--- src/rtl/cpu_pkg.sv ---
// rtl/cpu_pkg.sv - shared CPU types and constants
// Purpose: arbiter state encoding, data width and full byte-enable constant.
// Ports: none (package).
package cpu_pkg;

    localparam int XLEN = 32;
    localparam logic [3:0] BE_FULL = 4'hF;

    typedef enum logic [1:0] {
        IDLE  = 2'd0,
        IBUSY = 2'd1,
        IDROP = 2'd2,
        DBUSY = 2'd3
    } arb_state_t;

endpackage

--- src/rtl/mem_port_arbiter.sv ---
// rtl/mem_port_arbiter.sv - single memory port shared by fetch and data stages
// Purpose: grants one outstanding transaction at a time, data side first with a
//          starvation limit for fetch; flushes cancel an in-flight fetch result.
// Ports:
//   clk, rst                      clock, async active-high reset
//   if_req/if_addr/if_flush       fetch request, PC, branch-taken cancel
//   if_valid/if_rdata             fetch completion pulse and instruction word
//   d_req/d_we/d_addr/d_wdata/d_be data access request and attributes
//   d_valid/d_rdata               data completion pulse and load data
//   mem_req/mem_we/mem_addr/mem_wdata/mem_be  registered bus request
//   mem_ack/mem_rdata             bus completion and read data
module mem_port_arbiter
    import cpu_pkg::*;
#(
    parameter int STARVE_LIMIT = 4
) (
    input  logic            clk,
    input  logic            rst,
    input  logic            if_req,
    input  logic [XLEN-1:0] if_addr,
    input  logic            if_flush,
    output logic            if_valid,
    output logic [XLEN-1:0] if_rdata,
    input  logic            d_req,
    input  logic            d_we,
    input  logic [XLEN-1:0] d_addr,
    input  logic [XLEN-1:0] d_wdata,
    input  logic [3:0]      d_be,
    output logic            d_valid,
    output logic [XLEN-1:0] d_rdata,
    output logic            mem_req,
    output logic            mem_we,
    output logic [XLEN-1:0] mem_addr,
    output logic [XLEN-1:0] mem_wdata,
    output logic [3:0]      mem_be,
    input  logic            mem_ack,
    input  logic [XLEN-1:0] mem_rdata
);

    arb_state_t state, state_next;
    logic [2:0] starve_cnt;
    logic       grant_d;
    logic       grant_i;
    logic       i_done;
    logic       d_done;

    always_ff @(posedge clk or posedge rst) begin
        if (rst) begin
            state <= IDLE;
        end else begin
            state <= state_next;
        end
    end

    always_comb begin
        state_next = state;
        grant_d    = 1'b0;
        grant_i    = 1'b0;
        i_done     = 1'b0;
        d_done     = 1'b0;
        case (state)
            IDLE: begin
                // Data wins unless fetch is waiting and has already been passed over too often.
                if (d_req && (!if_req || (32'(starve_cnt) < STARVE_LIMIT))) begin
                    grant_d    = 1'b1;
                    state_next = DBUSY;
                end else if (if_req && !if_flush) begin
                    grant_i    = 1'b1;
                    state_next = IBUSY;
                end
            end
            IBUSY: begin
                if (mem_ack) begin
                    // A flush on the ack edge makes the returning word stale.
                    i_done     = !if_flush;
                    state_next = IDLE;
                end else if (if_flush) begin
                    state_next = IDROP;
                end
            end
            IDROP: begin
                if (mem_ack) begin
                    state_next = IDLE;
                end
            end
            DBUSY: begin
                if (mem_ack) begin
                    d_done     = 1'b1;
                    state_next = IDLE;
                end
            end
            default: state_next = IDLE;
        endcase
    end

    always_ff @(posedge clk or posedge rst) begin
        if (rst) begin
            mem_req    <= 1'b0;
            mem_we     <= 1'b0;
            mem_addr   <= '0;
            mem_wdata  <= '0;
            mem_be     <= 4'h0;
            if_valid   <= 1'b0;
            d_valid    <= 1'b0;
            if_rdata   <= '0;
            d_rdata    <= '0;
            starve_cnt <= 3'd0;
        end else begin
            if_valid <= i_done;
            d_valid  <= d_done;

            if (grant_d) begin
                mem_req   <= 1'b1;
                mem_we    <= d_we;
                mem_addr  <= d_addr;
                mem_wdata <= d_wdata;
                mem_be    <= d_be;
                if (!if_req) begin
                    starve_cnt <= 3'd0;
                end else if (starve_cnt != 3'd7) begin
                    starve_cnt <= starve_cnt + 3'd1;
                end
            end else if (grant_i) begin
                mem_req    <= 1'b1;
                mem_we     <= 1'b0;
                mem_addr   <= if_addr;
                mem_be     <= BE_FULL;
                starve_cnt <= 3'd0;
            end else if (state != IDLE && mem_ack) begin
                // Attributes are left as they were; only the request drops.
                mem_req <= 1'b0;
            end

            if (i_done) begin
                if_rdata <= mem_rdata;
            end
            if (d_done && !mem_we) begin
                d_rdata <= mem_rdata;
            end
        end
    end

endmodule
--- config.mk ---
export PLATFORM = sky130hd
export DESIGN_NAME = mem_port_arbiter
export DESIGN_NICKNAME = d
export VERILOG_FILES = /design/src/rtl/cpu_pkg.sv /design/src/rtl/mem_port_arbiter.sv
export SDC_FILE = /design/constraint.sdc
export NUM_CORES = 1
export LEC_CHECK = 0
export BUFFER_PORTS_ARGS = -buffer_cell sky130_fd_sc_hd__buf_4
export CAP_MARGIN = 15
export CORE_MARGIN = 2
export CORE_UTILIZATION = 40
export DETAILED_ROUTE_END_ITERATION = 12
export HOLD_SLACK_MARGIN = 0.02
export PLACE_DENSITY = 0.72
export SLEW_MARGIN = 20
export SYNTH_ARGS = -nofsm -noshare
export SYNTH_HDL_FRONTEND = slang
export SYNTH_SLANG_ARGS = --single-unit
--- constraint.sdc ---
create_clock -name clk -period 12.4 [get_ports clk]
set_clock_uncertainty 0.15 [all_clocks]
set_input_delay 1.86 -clock clk [delete_from_list [all_inputs] [get_ports clk]]
set_output_delay 1.86 -clock clk [all_outputs]
set_load 0.03 [all_outputs]
## Word-level counts from Yosys, hierarchy flattened

Cells that the tools add are included.

- Register bits: 141
- Word-level logic and storage cells: 64

- Add/sub/neg operators: 1
- $lt $le $gt $ge: 1
- Equal/unequal tests: 8
- Multiplexer cells: 28
- Reduce and logical (&&, ||, !) cells: 15

Operator list:

| operator | number |
|---|---|
| 2-to-1 mux 32 bit | 2 |
| 2-to-1 mux 1 bit | 14 |
| 2-to-1 mux 3 bit | 4 |
| 2-to-1 mux 2 bit | 5 |
| inequality test 3 bit (second input constant) | 3 |
| 2-to-1 mux 4 bit | 2 |
| case mux 2 bit (3 select lines) | 1 |
| == test 2 bit (second input constant) | 2 |
| logical AND 1 bit | 4 |
| nonzero test 2 bit | 2 |
| adder 3 x 1 -> 3 bit (second input constant) | 1 |
| logical NOT 1 bit | 3 |
| less-than comparator 3 bit (second input constant) | 1 |
| inequality test 3 x 2 -> 1 bit (second input constant) | 1 |
| AND reduction 3 bit | 1 |
| nonzero test 3 bit | 1 |
| == test 2 x 1 -> 1 bit (second input constant) | 1 |
| logical NOT 2 bit | 1 |
| inequality test 2 x 1 -> 1 bit (second input constant) | 1 |
| AND reduction 2 bit | 1 |
| OR reduction 2 bit | 1 |
| logical OR 1 bit | 1 |

## Logic depth before layout (Yosys ltp)

Gate-level depths: netlist of the first run.

- Depth in word-level cells: 7
- Gate-level depth with buffers: 5
- Depth with buffers taken out: 5

## Worst setup path before layout of the first run

OpenSTA, ideal clock, no wires.

- Path type: input to register
- Start point: input port d_req
- End point: register mem_addr[10]
- Library setup time: 125 ps
- Arrival: 2959 ps
- Data required time: 12125 ps
- Setup slack: 9166 ps
- Stages on the path: 5
- Buffers on the path: 2
- Cell sequence: a21boi_1 buf_6 buf_2 mux2_1 mux2_2

- Cells in the longest elaborated chain, start to end: 4
- Elaborated cells between the ends (all ways): 7
- Those cells by class: mux: 5; reduce/logical: 2

Ends and longest elaborated chain:

| element | line | text |
|---|---|---|
| start: declaration | mem_port_arbiter.sv:24 | `input logic d_req,` |
| logical AND 1 bit (*) | mem_port_arbiter.sv:64 | `if (d_req && (!if_req \|\| (32'(starve_cnt) < STARVE_LIMIT))) begin` |
| 2-to-1 mux 1 bit | mem_port_arbiter.sv:64 |  |
| 2-to-1 mux 1 bit | mem_port_arbiter.sv:61 | `case (state)` |
| 2-to-1 mux 32 bit / nonzero test 2 bit (equally long branches) | - |  |
| end signal: assignment | mem_port_arbiter.sv:115 | `mem_addr <= d_addr;` |
| end signal: assignment | mem_port_arbiter.sv:126 | `mem_addr <= if_addr;` |
| end: declaration | mem_port_arbiter.sv:33 | `output logic [XLEN-1:0] mem_addr,` |

Mark *: on every way between the ends. The rest lies on a longest branch, timed or not.
A chain may end at the register's enable or synchronous reset.

## Worst setup path after layout of the first run

- Start point: input port if_req
- End point: register mem_wdata[23]

- Cells in the longest elaborated chain, start to end: 5

Ends and longest elaborated chain:

| element | line | text |
|---|---|---|
| start: declaration | mem_port_arbiter.sv:19 | `input logic if_req,` |
| logical NOT 1 bit | - |  |
| logical OR 1 bit | mem_port_arbiter.sv:64 |  |
| logical AND 1 bit | mem_port_arbiter.sv:64 |  |
| 2-to-1 mux 1 bit | mem_port_arbiter.sv:64 |  |
| 2-to-1 mux 1 bit | mem_port_arbiter.sv:61 |  |
| end signal: assignment | mem_port_arbiter.sv:116 | `mem_wdata <= d_wdata;` |
| end: declaration | mem_port_arbiter.sv:34 | `output logic [XLEN-1:0] mem_wdata,` |

Every way passes these cells.

==> impl_metrics.env, run 1 <==
export IMPL_status="complete, no violations"
export IMPL_synth_edff_count=0
export IMPL_holdCritStartpoint="if_rdata[19]$_DFFE_PP0P_"
export IMPL_overflow=0
export IMPL_start_kind="primary input"
export IMPL_powerDensity_nw_per_um2=298
export IMPL_rsz0062_at_grt="no"
export IMPL_cts_buffer_depth=2
export IMPL_die_w_um=123
export IMPL_syn_area_per_cell_um2=16.1
export IMPL_tightest_slew_ps=993
export IMPL_period_needed_ps=3290
export IMPL_mappedNetlistNets=493
export IMPL_wl_per_cell_um=17.0
export IMPL_slew_violations=0
export IMPL_ff2ff_path_depth=3
export IMPL_post_cts_buffers=0
export IMPL_viasPerCell=4.85
export IMPL_drt_initial_drc_count=141
export IMPL_rows=43
export IMPL_cts_buffers=17
export IMPL_hold_ws_ps=338
export IMPL_ys_warn_count=0
export IMPL_ys_seq_area_share_pct=62.1
export IMPL_coreArea_um2=13900
export IMPL_fmaxAchievable_mhz=304
export IMPL_drc=0
export IMPL_crit_path_end_kind="flip-flop"
export IMPL_cts_resized=0
export IMPL_path_class="primary input to flip-flop"
export IMPL_cellLeakagePower_nw=4.13
export IMPL_antenna_found_initial=0
export IMPL_numPlacedInstances=794
export IMPL_design_portCount=275
export IMPL_cts_sinks=141
export IMPL_finalNetCount=774
export IMPL_antenna_cells=0
export IMPL_path_max_fanout=37
export IMPL_grt_max_degree=54
export IMPL_setup_viol=0
export IMPL_ys_ff_latch=141
export IMPL_min_to="if_rdata[19]$_DFFE_PP0P_"
export IMPL_p_total_mw=2.56
export IMPL_timing_rr_end="mem_addr[3]$_DFFE_PP0P_"
export IMPL_dp_hpwl_mm=10.2
export IMPL_maxCapViolCount=0
export IMPL_vias=3996
export IMPL_tns_ps=0
export IMPL_grt_usage_pct=18.3
export IMPL_fill_cells=1122
export IMPL_required_ps=12540
export IMPL_root_buffer="clkbuf_16"
export IMPL_r2r_slack_ps=10050
export IMPL_async_reset_ff_share_pct=100
export IMPL_hp_class="flip-flop to flip-flop"
export IMPL_drive_above_1_share_pct=55.0
export IMPL_die_area_um2=15200
export IMPL_reg2reg_from="state[1]$_DFFE_PP0P_"
export IMPL_synthesis_instances=352
export IMPL_multi_input_area_um2=2050
export IMPL_synth_area_um2=5680
export IMPL_grt_pass1_vias=4100
export IMPL_grt_pass1_wl_mm=20.9
export IMPL_instances_no_fill=824
export IMPL_clock_latency_ps=410
export IMPL_irDropWorstVdd_mv=0.138
export IMPL_postCtsHoldBufs=0
export IMPL_h_tree_depth=4
export IMPL_relSlewSlack_pct=33.8
export IMPL_initial_core_util_pct=40.9
export IMPL_area_growth_pct=50.8
export IMPL_gp_congestion=0.696
export IMPL_routed_wirelength_mm=14.0
export IMPL_postRouteAntennaNets=0
export IMPL_synth_cell_type_count=29
export IMPL_synthFlopType="dfrtp_1"
export IMPL_port_buffer_count=274
export IMPL_seq_area_um2=3530
export IMPL_dr_pass1_iters=4
export IMPL_cts_tree="built"
export IMPL_fin_crit_sh_pct=26.5
export IMPL_min_path_cells=1
export IMPL_hold_violations=0
export IMPL_die_h_um=123
export IMPL_arrival_ps=3430
export IMPL_clkTransAtPathRegs_ps=50
==> sequential cells by signal (all words and copies together), names as in the netlist <==
register / flops
d_rdata: 32
mem_wdata: 32
mem_we: 1
state: 2
mem_req: 1
mem_addr: 32
d_valid: 1
mem_be: 4
if_valid: 1
starve_cnt: 3
if_rdata: 32
==> logic make-up (layout without fill, tap and decap cells) <==
family / Yosys count / after routing / share of synthesized area, %
buffers and inverters: 21 / 313 / 2.18
AND/OR/NAND/NOR: 12 / 12 / 1.43
AO/OA/AOI/OAI: 15 / 15 / 1.96
multiplexers: 161 / 161 / 31.9
adder cells (fa/ha/maj): 2 / 2 / 0.440
flip-flops: 141 / 141 / 62.1
==> placed cells by master, fill, tap and decap left out, types with 2 or more instances in the layout <==
| cell | instances |
|---|---|
| clkbuf_16 | 17 |
| mux2_1 | 120 |
| o22a_1 | 5 |
| bufinv_16 | 5 |
| buf_4 | 278 |
| clkinv_4 | 2 |
| ha_1 | 2 |
| mux2_2 | 40 |
| inv_1 | 3 |
| dfrtp_1 | 141 |
| inv_6 | 2 |
| nand2_1 | 3 |
| clkinv_2 | 3 |
| a21oi_1 | 2 |
==> worst max-delay path by stage <==
stage                      start                         to  slack (ps)  cells past startpoint
after floorplan              rst     d_rdata[0]$_DFFE_PP0P_        6610                      1
after global placement    if_req   mem_addr[11]$_DFFE_PP0P_        8660                      4
after detailed placement  if_req    mem_addr[5]$_DFFE_PP0P_        8660                      4
after CTS                 if_req    mem_addr[5]$_DFFE_PP0P_        9110                      4
after global routing      if_req    mem_addr[5]$_DFFE_PP0P_        9010                      4
final                     if_req  mem_wdata[23]$_DFFE_PP0P_        9110                      5
==> cells in the mapped netlist, types with 2 or more instances <==
cell type / n / share of area (%)
nand2_1: 3 / 0.20
dfrtp_1: 141 / 62
buf_4: 7 / 0.92
buf_2: 9 / 0.79
o22a_1: 5 / 0.77
ha_1: 2 / 0.44
mux2_2: 40 / 7.9
a21oi_1: 2 / 0.18
mux2_1: 120 / 24
inv_1: 4 / 0.26
==> power by group <==
part | leakage, nW | internal (mW) | switching, mW | total [mW]
registers | 1.68 | 0.691 | 0.126 | 0.816
logic | 2.14 | 0.492 | 0.701 | 1.19
clock network | 0.313 | 0.360 | 0.186 | 0.546
total | 4.13 | 1.54 | 1.01 | 2.56
==> worst max-delay path, cell delays in order <==
cell and delay (ps):
buf_4 130, a21boi_4 130, buf_4 450, nand2_4 390, mux2_1 430
==> cell type report <==
class	count	area share (%)
timing repair buffer	279	24.7
multi-input combinational	190	23.9
sequential	141	41.2
clock buffer	19	5.17
clock inverter	11	2.23
tap	180	2.63
inverter	4	0.234
==> metal layers <==
layer	routed length, um	track usage (%)	vias to the layer above
met5	0	0	-
met4	354	8.74	0
met3	1160	5.86	25
met2	7080	31.1	166
met1	5390	20.9	1981
li1	-	-	1824
==> per-stage QoR <==
step	setup slack (ps)	instance area, um2	utilization, %
after floorplan	6610	5680	-
after global placement	8660	7910	57.0
after detailed placement	8660	7940	57.2
after CTS	9110	8570	61.7
after global routing	9010	8570	61.7
final	9110	8570	61.7
Power figures use the tool's default switching activity.
==> run 2, diff against run 1 <==
ABC_AREA = 1   (was default)
PLACE_DENSITY = 0.74   (was 0.72)
clock period = 2.8 ns   (was 12.4 ns; I/O delays follow)
==> run 2 against run 1 <==
Compared with the run above: sequential cell count stayed put; sequential share of layout area is 0.20 points lower; clock power grew to 4.1 times the previous value; global-route usage is 2.2 points higher; register-to-register slack worse by 9200 ps; critical path type is now flip-flop to flip-flop; largest cell class unchanged; largest power group unchanged.
==> impl_metrics.env, run 2 <==
export IMPL_h_tree_depth=4
export IMPL_dp_hpwl_mm=11.0
export IMPL_irDropWorstVdd_mv=0.661
export IMPL_path_max_fanout=34
export IMPL_mappedNetlistNets=782
export IMPL_grt_pass1_vias=4994
export IMPL_ys_warn_count=0
export IMPL_die_h_um=125
export IMPL_area_growth_pct=48.0
export IMPL_antenna_cells=0
export IMPL_setup_viol=0
export IMPL_clkTransAtPathRegs_ps=60
export IMPL_synth_top_area_share_pct=60.6
export IMPL_place_ws_ps=715
export IMPL_synth_cell_type_count=24
export IMPL_required_ps=2940
export IMPL_status="complete, no violations"
export IMPL_synth_most_common_cell="nand2_1"
export IMPL_path_class="flip-flop to flip-flop"
export IMPL_gp_congestion=0.823
export IMPL_period_needed_ps=1970
export IMPL_overflow=0
export IMPL_root_buffer="clkbuf_16"
export IMPL_yosys_area_top_type="dfrtp_1"
export IMPL_hold_violations=0
export IMPL_grt_usage_pct=20.5
export IMPL_synth_edff_count=0
export IMPL_drive_above_1_share_pct=35.8
export IMPL_ys_seq_area_share_pct=60.6
export IMPL_powerDensity_nw_per_um2=1300
export IMPL_tightest_slew_ps=731
export IMPL_rows=44
export IMPL_vias=5108
export IMPL_hold_ws_ps=52.7
export IMPL_postRouteAntennaNets=0
export IMPL_port_buffer_count=274
export IMPL_clock_latency_ps=400
export IMPL_fin_crit_sh_pct=70.2
export IMPL_cts_buffers=17
export IMPL_ff2ff_path_depth=6
export IMPL_maxCapViolCount=0
export IMPL_holdCritStartpoint="d_wdata[19]"
export IMPL_seqPwrFrac_pct=32.0
export IMPL_cts_sinks=141
export IMPL_yosys_top_cells_area="dfrtp_1 (61%), nand2_1 (17%), inv_1 (4.7%)"
export IMPL_start_kind="flip-flop"
export IMPL_synthesis_instances=641
export IMPL_power_internal_mw=6.33
export IMPL_min_to="mem_wdata[19]$_DFFE_PP0P_"
export IMPL_power_switching_mw=4.88
export IMPL_rsz0062_at_grt="no"
export IMPL_synth_common_cells="nand2_1 (270), dfrtp_1 (141), inv_1 (73)"
export IMPL_initial_core_util_pct=40.5
export IMPL_synthFlopType="dfrtp_1"
export IMPL_hp_class="primary input to flip-flop"
export IMPL_slew_violations=0
export IMPL_relSlewSlack_pct=51.2
export IMPL_post_cts_buffers=0
export IMPL_fmaxAchievable_mhz=509
export IMPL_reg2reg_from="state[0]$_DFFE_PP0P_"
export IMPL_wl_per_cell_um=14.0
export IMPL_finalNetCount=1050
export IMPL_cts_tree="built"
export IMPL_arrival_ps=2100
export IMPL_die_w_um=125
export IMPL_design_portCount=275
export IMPL_async_reset_ff_share_pct=100
export IMPL_layout_commonest_cell="buf_4"
export IMPL_viasPerCell=4.62
export IMPL_grt_pass1_wl_mm=25.5
export IMPL_die_area_um2=15500
export IMPL_setup_ws_ps=834
export IMPL_p_comb_share_pct=47.9
export IMPL_drc=0
export IMPL_routed_wirelength_mm=15.5
export IMPL_min_path_cells=3
export IMPL_p_sw_share_pct=43.5
export IMPL_timing_rr_end="mem_addr[5]$_DFFE_PP0P_"
export IMPL_drt_initial_drc_count=283
export IMPL_dr_pass1_iters=4
export IMPL_cts_buffer_depth=2
export IMPL_cellLeakagePower_nw=4.85
export IMPL_cts_resized=0
export IMPL_ys_ff_latch=141
export IMPL_crit_path_end_kind="flip-flop"
export IMPL_layout_common_cells="buf_4 (279), nand2_1 (270), dfrtp_1 (141), inv_1 (72), o21ai_0 (35)"
export IMPL_coreArea_um2=14400
export IMPL_grt_max_degree=70
export IMPL_antenna_found_initial=0
export IMPL_tns_ps=0
export IMPL_clkPwrFrac_pct=20.1
export IMPL_synth_area_um2=5820
export IMPL_r2r_slack_ps=830
export IMPL_syn_area_per_cell_um2=9.08
==> run 2: worst max-delay path: stages (launching register included) <==
cell and delay [ps]:
dfrtp_1 410, nor2_2 200, nand3_1 110, nand2_2 380
inv_2 360, nand2_1 150, nand2_1 70
==> run 2: routing by layer <==
layer  global-route usage, %  vias up  wire length, um
met1                    25.6     2376             6420
met3                    5.54       22             1040
met5                       0        -                0
li1                        -     2538                -
met4                    7.73        0              333
met2                    34.1      172             7690
==> run 2: worst max path at each step <==
stage / from / to / slack (ps) / cells after the start
floorplan: rst / d_rdata[0]$_DFFE_PP0P_ / 470 / 1
global placement: if_req / state[0]$_DFFE_PP0P_ / 780 / 6
detailed placement: if_req / state[0]$_DFFE_PP0P_ / 710 / 6
CTS: state[0]$_DFFE_PP0P_ / mem_addr[5]$_DFFE_PP0P_ / 800 / 6
global route: state[0]$_DFFE_PP0P_ / mem_addr[19]$_DFFE_PP0P_ / 680 / 6
finish: state[0]$_DFFE_PP0P_ / mem_addr[5]$_DFFE_PP0P_ / 830 / 6
==> run 2: repair_timing <==
action / CTS / global route
setup endpoints to repair: 0 / 0
hold buffers: 1 / 0
hold endpoints to repair: 29 / 0
==> run 2: stage by stage <==
stage          total power, mW  util [%]  instance area [um2]  instances
3_5_place_dp              9.04      55.7                 8000       1073
6_report                  11.2      59.9                 8610       1106
5_1_grt                   11.9      59.9                 8610       1106
2_1_floorplan             6.89         -                 5820        641
3_3_place_gp              8.93      55.7                 8000       1073
4_1_cts                   11.3      59.9                 8610       1106
==> run 2: cells by family after synthesis <==
| kind of cell | Yosys count | share of synthesized area, % |
|---|---|---|
| buf+inv | 107 | 7.98 |
| simple gates | 286 | 19.5 |
| compound gates | 105 | 11.5 |
| flops | 141 | 60.6 |
| fa+ha+maj | 2 | 0.430 |
==> run 2: cell type report <==
| class | instances | area, um2 |
|---|---|---|
| fill | 1276 | 5760 |
| tap | 184 | 230 |
| clock buffer | 19 | 433 |
| multi-input combinational | 393 | 1830 |
| timing repair buffer | 282 | 2140 |
| inverter | 74 | 282 |
| sequential | 141 | 3530 |
| clock inverter | 13 | 169 |
==> run 2: power groups by stage <==
stage / clock network [mW] / registers [mW] / logic [mW]
global route: 2.40 / 3.73 / 5.76
global placement: 0 / 3.59 / 5.34
floorplan: 0 / 5.45 / 1.44
finish: 2.25 / 3.59 / 5.37
detailed placement: 0 / 3.59 / 5.45
CTS: 2.30 / 3.59 / 5.44
